**src/rtl/jtag_tap_pkg.sv**
```systemverilog
// TAP state encodings, default opcodes and the IR capture pattern shared by the TAP responder.
// Constants only; no timing or flow control of its own.
package jtag_tap_pkg;

   localparam logic [3:0] ST_TLR    = 4'hF;
   localparam logic [3:0] ST_RTI    = 4'hC;
   localparam logic [3:0] ST_SEL_DR = 4'h7;
   localparam logic [3:0] ST_CAP_DR = 4'h6;
   localparam logic [3:0] ST_SH_DR  = 4'h2;
   localparam logic [3:0] ST_EX1_DR = 4'h1;
   localparam logic [3:0] ST_PAU_DR = 4'h3;
   localparam logic [3:0] ST_EX2_DR = 4'h0;
   localparam logic [3:0] ST_UPD_DR = 4'h5;
   localparam logic [3:0] ST_SEL_IR = 4'h4;
   localparam logic [3:0] ST_CAP_IR = 4'hE;
   localparam logic [3:0] ST_SH_IR  = 4'hA;
   localparam logic [3:0] ST_EX1_IR = 4'h9;
   localparam logic [3:0] ST_PAU_IR = 4'hB;
   localparam logic [3:0] ST_EX2_IR = 4'h8;
   localparam logic [3:0] ST_UPD_IR = 4'hD;

   localparam logic [3:0] DEF_INSTR_IDCODE = 4'b0010;
   localparam logic [3:0] DEF_INSTR_USER   = 4'b1000;
   localparam logic [1:0] IR_CAPTURE       = 2'b01;

   typedef enum logic [1:0] {DR_BYPASS, DR_IDCODE, DR_USER} dr_sel_e;

endpackage

```
**src/rtl/jtag_tap_fsm.sv**
```systemverilog
// 16-state 1149.1 TAP controller stepped by tms on tck rising edge; strobes decode the current state.
// Latency: one tck per transition; no backpressure, the external driver paces everything.
module jtag_tap_fsm
   import jtag_tap_pkg::*;
(
   input  logic       tck,
   input  logic       rst,
   input  logic       tms,
   output logic [3:0] state,
   output logic [3:0] state_next,
   output logic       capture_dr,
   output logic       shift_dr,
   output logic       update_dr,
   output logic       capture_ir,
   output logic       shift_ir,
   output logic       update_ir
);

   logic [3:0] state_q;
   logic [3:0] state_d;

   always_comb begin
      state_d = ST_TLR;
      case (state_q)
         ST_TLR:    state_d = tms ? ST_TLR    : ST_RTI;
         ST_RTI:    state_d = tms ? ST_SEL_DR : ST_RTI;
         ST_SEL_DR: state_d = tms ? ST_SEL_IR : ST_CAP_DR;
         ST_CAP_DR: state_d = tms ? ST_EX1_DR : ST_SH_DR;
         ST_SH_DR:  state_d = tms ? ST_EX1_DR : ST_SH_DR;
         ST_EX1_DR: state_d = tms ? ST_UPD_DR : ST_PAU_DR;
         ST_PAU_DR: state_d = tms ? ST_EX2_DR : ST_PAU_DR;
         ST_EX2_DR: state_d = tms ? ST_UPD_DR : ST_SH_DR;
         ST_UPD_DR: state_d = tms ? ST_SEL_DR : ST_RTI;
         ST_SEL_IR: state_d = tms ? ST_TLR    : ST_CAP_IR;
         ST_CAP_IR: state_d = tms ? ST_EX1_IR : ST_SH_IR;
         ST_SH_IR:  state_d = tms ? ST_EX1_IR : ST_SH_IR;
         ST_EX1_IR: state_d = tms ? ST_UPD_IR : ST_PAU_IR;
         ST_PAU_IR: state_d = tms ? ST_EX2_IR : ST_PAU_IR;
         ST_EX2_IR: state_d = tms ? ST_UPD_IR : ST_SH_IR;
         ST_UPD_IR: state_d = tms ? ST_SEL_DR : ST_RTI;
         default:   state_d = ST_TLR;
      endcase
   end

   always_ff @(posedge tck or posedge rst) begin
      if (rst) state_q <= ST_TLR;
      else     state_q <= state_d;
   end

   assign state      = state_q;
   assign state_next = state_d;
   assign capture_dr = (state_q == ST_CAP_DR);
   assign shift_dr   = (state_q == ST_SH_DR);
   assign update_dr  = (state_q == ST_UPD_DR);
   assign capture_ir = (state_q == ST_CAP_IR);
   assign shift_ir   = (state_q == ST_SH_IR);
   assign update_ir  = (state_q == ST_UPD_IR);

endmodule

```
**src/rtl/jtag_tap_responder.sv**
```systemverilog
// Target-side JTAG TAP with IR plus IDCODE/BYPASS/USER data registers; USER is a parallel capture/update port.
// Latency: tdi shifts on tck rise, tdo launches on the following fall; no backpressure (tck-paced).
module jtag_tap_responder
   import jtag_tap_pkg::*;
#(
   parameter int                     IR_WIDTH     = 4,
   parameter logic [31:0]            IDCODE_VALUE = 32'h149511C3,
   parameter int                     USER_WIDTH   = 32,
   parameter logic [IR_WIDTH-1:0]    INSTR_IDCODE = IR_WIDTH'(DEF_INSTR_IDCODE),
   parameter logic [IR_WIDTH-1:0]    INSTR_USER   = IR_WIDTH'(DEF_INSTR_USER)
) (
   input  logic                  tck,
   input  logic                  rst,
   input  logic                  tms,
   input  logic                  tdi,
   output logic                  tdo,
   output logic                  tdo_oe,
   output logic [3:0]            tap_state,
   output logic [IR_WIDTH-1:0]   ir,
   input  logic [USER_WIDTH-1:0] user_capture,
   output logic [USER_WIDTH-1:0] user_data,
   output logic                  user_update
);

   logic [3:0] state_next;
   logic       capture_dr, shift_dr, update_dr;
   logic       capture_ir, shift_ir, update_ir;

   jtag_tap_fsm u_fsm (
      .tck        (tck),
      .rst        (rst),
      .tms        (tms),
      .state      (tap_state),
      .state_next (state_next),
      .capture_dr (capture_dr),
      .shift_dr   (shift_dr),
      .update_dr  (update_dr),
      .capture_ir (capture_ir),
      .shift_ir   (shift_ir),
      .update_ir  (update_ir)
   );

   logic [IR_WIDTH-1:0]   ir_q, ir_d;
   logic [IR_WIDTH-1:0]   ir_shift_q, ir_shift_d;
   logic [31:0]           idcode_shift_q, idcode_shift_d;
   logic                  bypass_q, bypass_d;
   logic [USER_WIDTH-1:0] user_shift_q, user_shift_d;
   logic [USER_WIDTH-1:0] user_data_q, user_data_d;
   logic                  tdo_q, tdo_d;
   logic                  tdo_oe_q, tdo_oe_d;
   dr_sel_e               dr_sel;

   always_comb begin
      if (ir_q == INSTR_IDCODE)    dr_sel = DR_IDCODE;
      else if (ir_q == INSTR_USER) dr_sel = DR_USER;
      else                         dr_sel = DR_BYPASS;
   end

   always_comb begin
      ir_d           = ir_q;
      ir_shift_d     = ir_shift_q;
      idcode_shift_d = idcode_shift_q;
      bypass_d       = bypass_q;
      user_shift_d   = user_shift_q;
      user_data_d    = user_data_q;

      if (capture_ir) ir_shift_d = IR_WIDTH'(IR_CAPTURE);
      if (shift_ir)   ir_shift_d = IR_WIDTH'({tdi, ir_shift_q} >> 1);
      if (update_ir)  ir_d       = ir_shift_q;
      // Entering Test-Logic-Reset by tms alone must behave like a reset of the instruction.
      if (state_next == ST_TLR) ir_d = INSTR_IDCODE;

      case (dr_sel)
         DR_IDCODE: begin
            if (capture_dr) idcode_shift_d = IDCODE_VALUE;
            if (shift_dr)   idcode_shift_d = {tdi, idcode_shift_q[31:1]};
         end
         DR_USER: begin
            if (capture_dr) user_shift_d = user_capture;
            if (shift_dr)   user_shift_d = USER_WIDTH'({tdi, user_shift_q} >> 1);
            if (update_dr)  user_data_d  = user_shift_q;
         end
         default: begin
            if (capture_dr) bypass_d = 1'b0;
            if (shift_dr)   bypass_d = tdi;
         end
      endcase
   end

   always_comb begin
      tdo_d    = 1'b0;
      tdo_oe_d = shift_dr | shift_ir;
      if (shift_ir) begin
         tdo_d = ir_shift_q[0];
      end else if (shift_dr) begin
         case (dr_sel)
            DR_IDCODE: tdo_d = idcode_shift_q[0];
            DR_USER:   tdo_d = user_shift_q[0];
            default:   tdo_d = bypass_q;
         endcase
      end
   end

   always_ff @(posedge tck or posedge rst) begin
      if (rst) begin
         ir_q           <= INSTR_IDCODE;
         ir_shift_q     <= '0;
         idcode_shift_q <= '0;
         bypass_q       <= 1'b0;
         user_shift_q   <= '0;
         user_data_q    <= '0;
      end else begin
         ir_q           <= ir_d;
         ir_shift_q     <= ir_shift_d;
         idcode_shift_q <= idcode_shift_d;
         bypass_q       <= bypass_d;
         user_shift_q   <= user_shift_d;
         user_data_q    <= user_data_d;
      end
   end

   // tdo launches on the falling edge so the driver can sample it on the next rise.
   always_ff @(negedge tck or posedge rst) begin
      if (rst) begin
         tdo_q    <= 1'b0;
         tdo_oe_q <= 1'b0;
      end else begin
         tdo_q    <= tdo_d;
         tdo_oe_q <= tdo_oe_d;
      end
   end

   assign tdo         = tdo_q;
   assign tdo_oe      = tdo_oe_q;
   assign ir          = ir_q;
   assign user_data   = user_data_q;
   assign user_update = update_dr && (ir_q == INSTR_USER);

endmodule

```
**config.mk**
```make
export PLATFORM = sky130hd
export DESIGN_NAME = jtag_tap_responder
export DESIGN_NICKNAME = d
export VERILOG_FILES = /design/src/rtl/jtag_tap_pkg.sv /design/src/rtl/jtag_tap_fsm.sv /design/src/rtl/jtag_tap_responder.sv
export SDC_FILE = /design/constraint.sdc
export NUM_CORES = 1
export LEC_CHECK = 0
export BUFFER_PORTS_ARGS = -buffer_cell sky130_fd_sc_hd__buf_2
export CORE_MARGIN = 4
export CORE_UTILIZATION = 56
export CTS_CLUSTER_SIZE = 40
export DETAILED_ROUTE_END_ITERATION = 8
export HOLD_SLACK_MARGIN = 0.02
export PLACE_DENSITY = 0.86
export RECOVER_POWER = 100
export SYNTH_ARGS = -nofsm -noshare
export SYNTH_HDL_FRONTEND = slang
export SYNTH_SLANG_ARGS = --single-unit
export TNS_END_PERCENT = 30
```
**constraint.sdc**
```tcl
create_clock -name tck -period 3.7 [get_ports tck]
set_input_delay 0.37 -clock tck [delete_from_list [all_inputs] [get_ports tck]]
set_output_delay 0.37 -clock tck [all_outputs]
set_load 0.005 [all_outputs]
```
==> impl_table.tex <==
\begin{tabular}{lr}
\hline
Metric & Value \\
\hline
\multicolumn{2}{l}{\textbf{Setup path}} \\
\quad Crit path cell chain & inv\_1 > o311ai\_0 > a311oi\_1 \\
\quad CP max-delay cell & dfstp\_1 \\
\quad Critical register-to-register path endpoint & tdo \\
\quad Startpoint types & register \\
\quad Endpoint of the most critical setup path & tdo \\
\quad Worst Setup End Kind & register \\
\quad Type of the worst setup path & reg2reg \\
\quad Origin of the worst setup path & u\_fsm.state[3] \\
\quad Startpoint of the worst-slack reg-to-reg timing path & u\_fsm.state[3] \\
\quad Worst-path maximum fanout & 12 \\
\quad Slowest cell delay on critical path & 800 ps \\
\quad Reg-to-reg slack, setup & 420 ps \\
\quad Data required, critical path & 2030 ps \\
\quad Data arrival time of the worst path & 1610 ps \\
\quad Worst r2r path cells & 3 \\
\multicolumn{2}{l}{\textbf{Power}} \\
\quad Sequential share of power & 52.7\% \\
\quad PwrDens & 694 nW/um2 \\
\quad Net Sw Frac & 34.1\% \\
\quad Clock network fraction of total power & 17.4\% \\
\quad Share of power burned in combinational logic & 29.9\% \\
\quad Internal power & 2.53 mW \\
\quad Max IR drop VDD & 0.000305 V \\
\quad Net Sw Power & 1.31 mW \\
\quad Leakage power total & 2.64 nW \\
\multicolumn{2}{l}{\textbf{Logic synthesis}} \\
\quad Multiplexer fraction of the synthesized cell area & 28.8\% \\
\quad Warnings from Yosys & 0 \\
\quad Unique masters post-synth & 36 \\
\quad Area of the mapped netlist & 5040 um2 \\
\quad Proportion of synthesized chip area in sequential cells & 55.2\% \\
\quad Avg Cell Area, Syn & 13.4 um2 \\
\quad Post-synthesis compound-gate area fraction & 5.01\% \\
\quad Total of flip-flops plus latches after synthesis & 111 \\
\quad Combinational family with the most area after synthesis & multiplexers \\
\quad Simple-gate portion of the synthesized area & 7.27\% \\
\quad Gate Count Post-Synth & 375 \\
\quad Area leader, netlist & dfrtp\_1 \\
\quad Syn\_nets & 411 \\
\quad Cells taking the most area after synthesis & dfrtp\_1 52\%, mux2\_2 19\%, mux2\_4 8.6\%, dfstp\_2 2.6\%, nor2b\_1 2.5\% \\
\quad Area share of the largest cell type after synthesis & 51.6\% \\
\quad Area share of fa/ha/maj cells after synthesis & 0\% \\
\quad Fraction of synthesized cell area in xor and xnor cells & 0.174\% \\
\multicolumn{2}{l}{\textbf{Layout}} \\
\quad Antenna fix cells & 0 \\
\quad Number of fill cells in the layout & 693 \\
\quad Ratio of cells with drive above 1 in the final layout & 36.2\% \\
\quad Synthesis-to-finish area growth & 9.70\% \\
\quad Count of nets after finishing & 484 \\
\multicolumn{2}{l}{\textbf{Drt}} \\
\quad Met2 wire length & 4390 um \\
\quad Vias after detailed routing & 3100 \\
\quad Detail Route met3 WL & 581 um \\
\quad Detail-routed via count per cell & 5.53 \\
\quad Number of optimization iterations in the first detailed-route pass & 4 \\
\quad Total wirelength of the detailed-routed design & 9350 um \\
\quad Residual DRC count & 0 \\
\quad Final antenna-violating net count & 0 \\
\quad Routed length per instance & 16.7 um \\
\quad Drt initial violations & 150 \\
\quad Uppermost metal layer occupied by signal nets & met4 \\
\quad Length of routed wiring on met1 & 4250 um \\
\multicolumn{2}{l}{\textbf{STA}} \\
\quad Slew at the pin closest to its max-slew limit & 1970 ps \\
\quad Slew HR & -31.2\% \\
\quad Worst clock skew & 26.1 ps \\
\quad Unrepaired setup endpoints after global routing & no \\
\quad Setup TNS after final layout & 0 ps \\
\quad Hold Vio Cnt, Final & 0 \\
\quad Setup ws final & 422 ps \\
\quad Total of endpoints with negative setup slack in the final report & 0 \\
\quad Final slew viol count & 84 \\
\multicolumn{2}{l}{\textbf{Global route}} \\
\quad Final global-route overflow total & 0 \\
\quad Vias in the first global route & 3111 \\
\quad Gr usage total & 18.1\% \\
\quad Antenna violations before repair & 0 \\
\quad First-pass GRT wire length & 15000 um \\
\quad Maximum number of pins on one net before global-route repair & 84 \\
\multicolumn{2}{l}{\textbf{Clock tree}} \\
\quad Clock Latency Late Sink & 360 ps \\
\quad Hold bufs inserted after CTS & 0 \\
\quad Number of buffers added by the clock tree synthesis step & 9 \\
\quad Maximum clock insertion buffer count & 2 \\
\quad Sinks on the clock net & 111 \\
\quad Total setup buffers inserted after CTS & 0 \\
\quad CTS Root Cell & clkbuf\_8 \\
\quad H-Tree Depth & 3 \\
\quad Clock slew at the register clock pins of the worst setup and hold paths & 110 ps \\
\quad Gates resized, CTS repair & 0 \\
\quad TritonCTS clock tree & done \\
\multicolumn{2}{l}{\textbf{Status}} \\
\quad Violations in the final reports & capacitance limit, slew limit \\
\quad Run status & finished, violations left \\
\multicolumn{2}{l}{\textbf{Run}} \\
\quad Total of max-cap violations & 1 \\
\multicolumn{2}{l}{\textbf{Place}} \\
\quad Placer Congestion & 0.807 \\
\quad Worst slack at placement & 573 ps \\
\quad Placed wire-length estimate after detailed placement & 6460 um \\
\quad IO Port Bufs & 78 \\
\multicolumn{2}{l}{\textbf{Floorplanning}} \\
\quad Core area & 8720 um2 \\
\quad Count of pins on the block boundary & 79 \\
\quad DIE AREA & 10600 um2 \\
\quad Initial core utilization & 57.8\% \\
\quad Horizontal die dimension & 103 um \\
\quad Die height & 103 um \\
\quad Row count & 34 \\
\multicolumn{2}{l}{\textbf{Worst hold path}} \\
\quad Worst hold path type & in2async \\
\hline
\end{tabular}
## layout make-up
class	count	area (um2)	share of cell area (%)
Multi-Input combinational cell	230	1980	35.8
Sequential cell	111	2780	50.3
Tap cell	108	135	2.44
Inverter	8	31.3	0.566
Timing Repair Buffer	88	420	7.60
Clock inverter	7	53.8	0.973
Clock buffer	9	124	2.24
## how the worst min path moves through the flow
| stage | from | endpoint | cells past startpoint |
|---|---|---|---|
| 3_3_place_gp | rst | ir[3] | 2 |
| 6_report | rst | idcode_shift_q[0] | 2 |
| 2_1_floorplan | ir_shift_q[0] | ir_shift_q[0] | 2 |
| 5_1_grt | rst | bypass_q | 2 |
| 3_5_place_dp | rst | ir_shift_q[0] | 2 |
| 4_1_cts | rst | ir_shift_q[0] | 2 |
## power groups by stage
stage	clock, mW	sequential [mW]	combinational [mW]
finish	0.670	2.02	1.15
global placement	0	2.02	1.20
CTS	0.688	2.04	1.25
global route	0.734	2.08	1.29
floorplan	0	1.94	0.928
detailed placement	0	2.06	1.25
## cell usage after synthesis (all sizes together)
cell type / number
mux2: 115
dfrtp: 104
nor2b: 20
nor2: 19
a21oi: 16
buf: 14
a31oi: 12
clkbuf: 12
nand2: 10
inv: 8
nand2b: 6
o21ai: 6
dfstp: 5
mux2i: 5
or3: 3
and3b: 2
dfrtn: 2
o311ai: 2
a211o: 1
a211oi: 1
a221o: 1
a311oi: 1
and3: 1
nand3: 1
nand3b: 1
nand4b: 1
nor3: 1
nor4b: 1
o22ai: 1
o2bb2ai: 1
or4: 1
xnor2: 1
## critical path, delay by kind of cell (launching register included)
kind | cells | cell delay (ps)
flip-flops | 1 | 800
AO/OA/AOI/OAI | 2 | 270
buffers and inverters | 1 | 170
## metal layers
metal | vias up | track usage (%)
met5 | - | 0
met1 | 1532 | 25.3
met4 | 0 | 6.67
met3 | 16 | 3.79
met2 | 90 | 28.2
li1 | 1462 | -
## state kept, by name, indices dropped and copies added, names as in the netlist
name / count
bypass_q: 1
idcode_shift_q: 32
ir: 4
ir_shift_q: 4
tdo: 1
tdo_oe: 1
u_fsm.state: 4
user_data: 32
user_shift_q: 32
## through the flow
| stage | util, % | area, um2 | power, mW | hold WS (ps) | std cells |
|---|---|---|---|---|---|
| 2_1_floorplan | - | 5040 | 2.87 | 471 | 375 |
| 3_3_place_gp | 63.2 | 5510 | 3.22 | 471 | 545 |
| 3_5_place_dp | 63.2 | 5510 | 3.31 | 474 | 545 |
| 4_1_cts | 65.2 | 5690 | 3.98 | 68.8 | 561 |
| 5_1_grt | 63.4 | 5530 | 4.11 | 327 | 561 |
| 6_report | 63.4 | 5530 | 3.84 | 243 | 561 |
## cells by family (layout without fill, tap and decap cells)
family / Yosys count / in the layout
multiplexers: 120 / 120
flip-flops: 111 / 111
AO/OA/AOI/OAI: 42 / 42
XOR/XNOR: 1 / 1
buffers and inverters: 34 / 112
AND/OR/NAND/NOR: 67 / 67
## placed cells by master (no fill, tap or decap), types with 2 or more instances in the layout
cell type and count:
nand2_1 10, inv_1 7, mux2_2 85, inv_6 4, nor2_1 19, dfrtp_1 104
mux2_1 30, o311ai_0 2, nor2b_1 20, nand2b_1 6, o21ai_0 6, a31oi_1 12
mux2i_1 5, dfstp_1 5, clkbuf_1 28, and3b_1 2, dfrtn_1 2, buf_4 6
buf_2 53, clkbuf_8 9, a21oi_1 16, clkinv_2 2, or3_1 3
(Power assumes the default switching activity.)
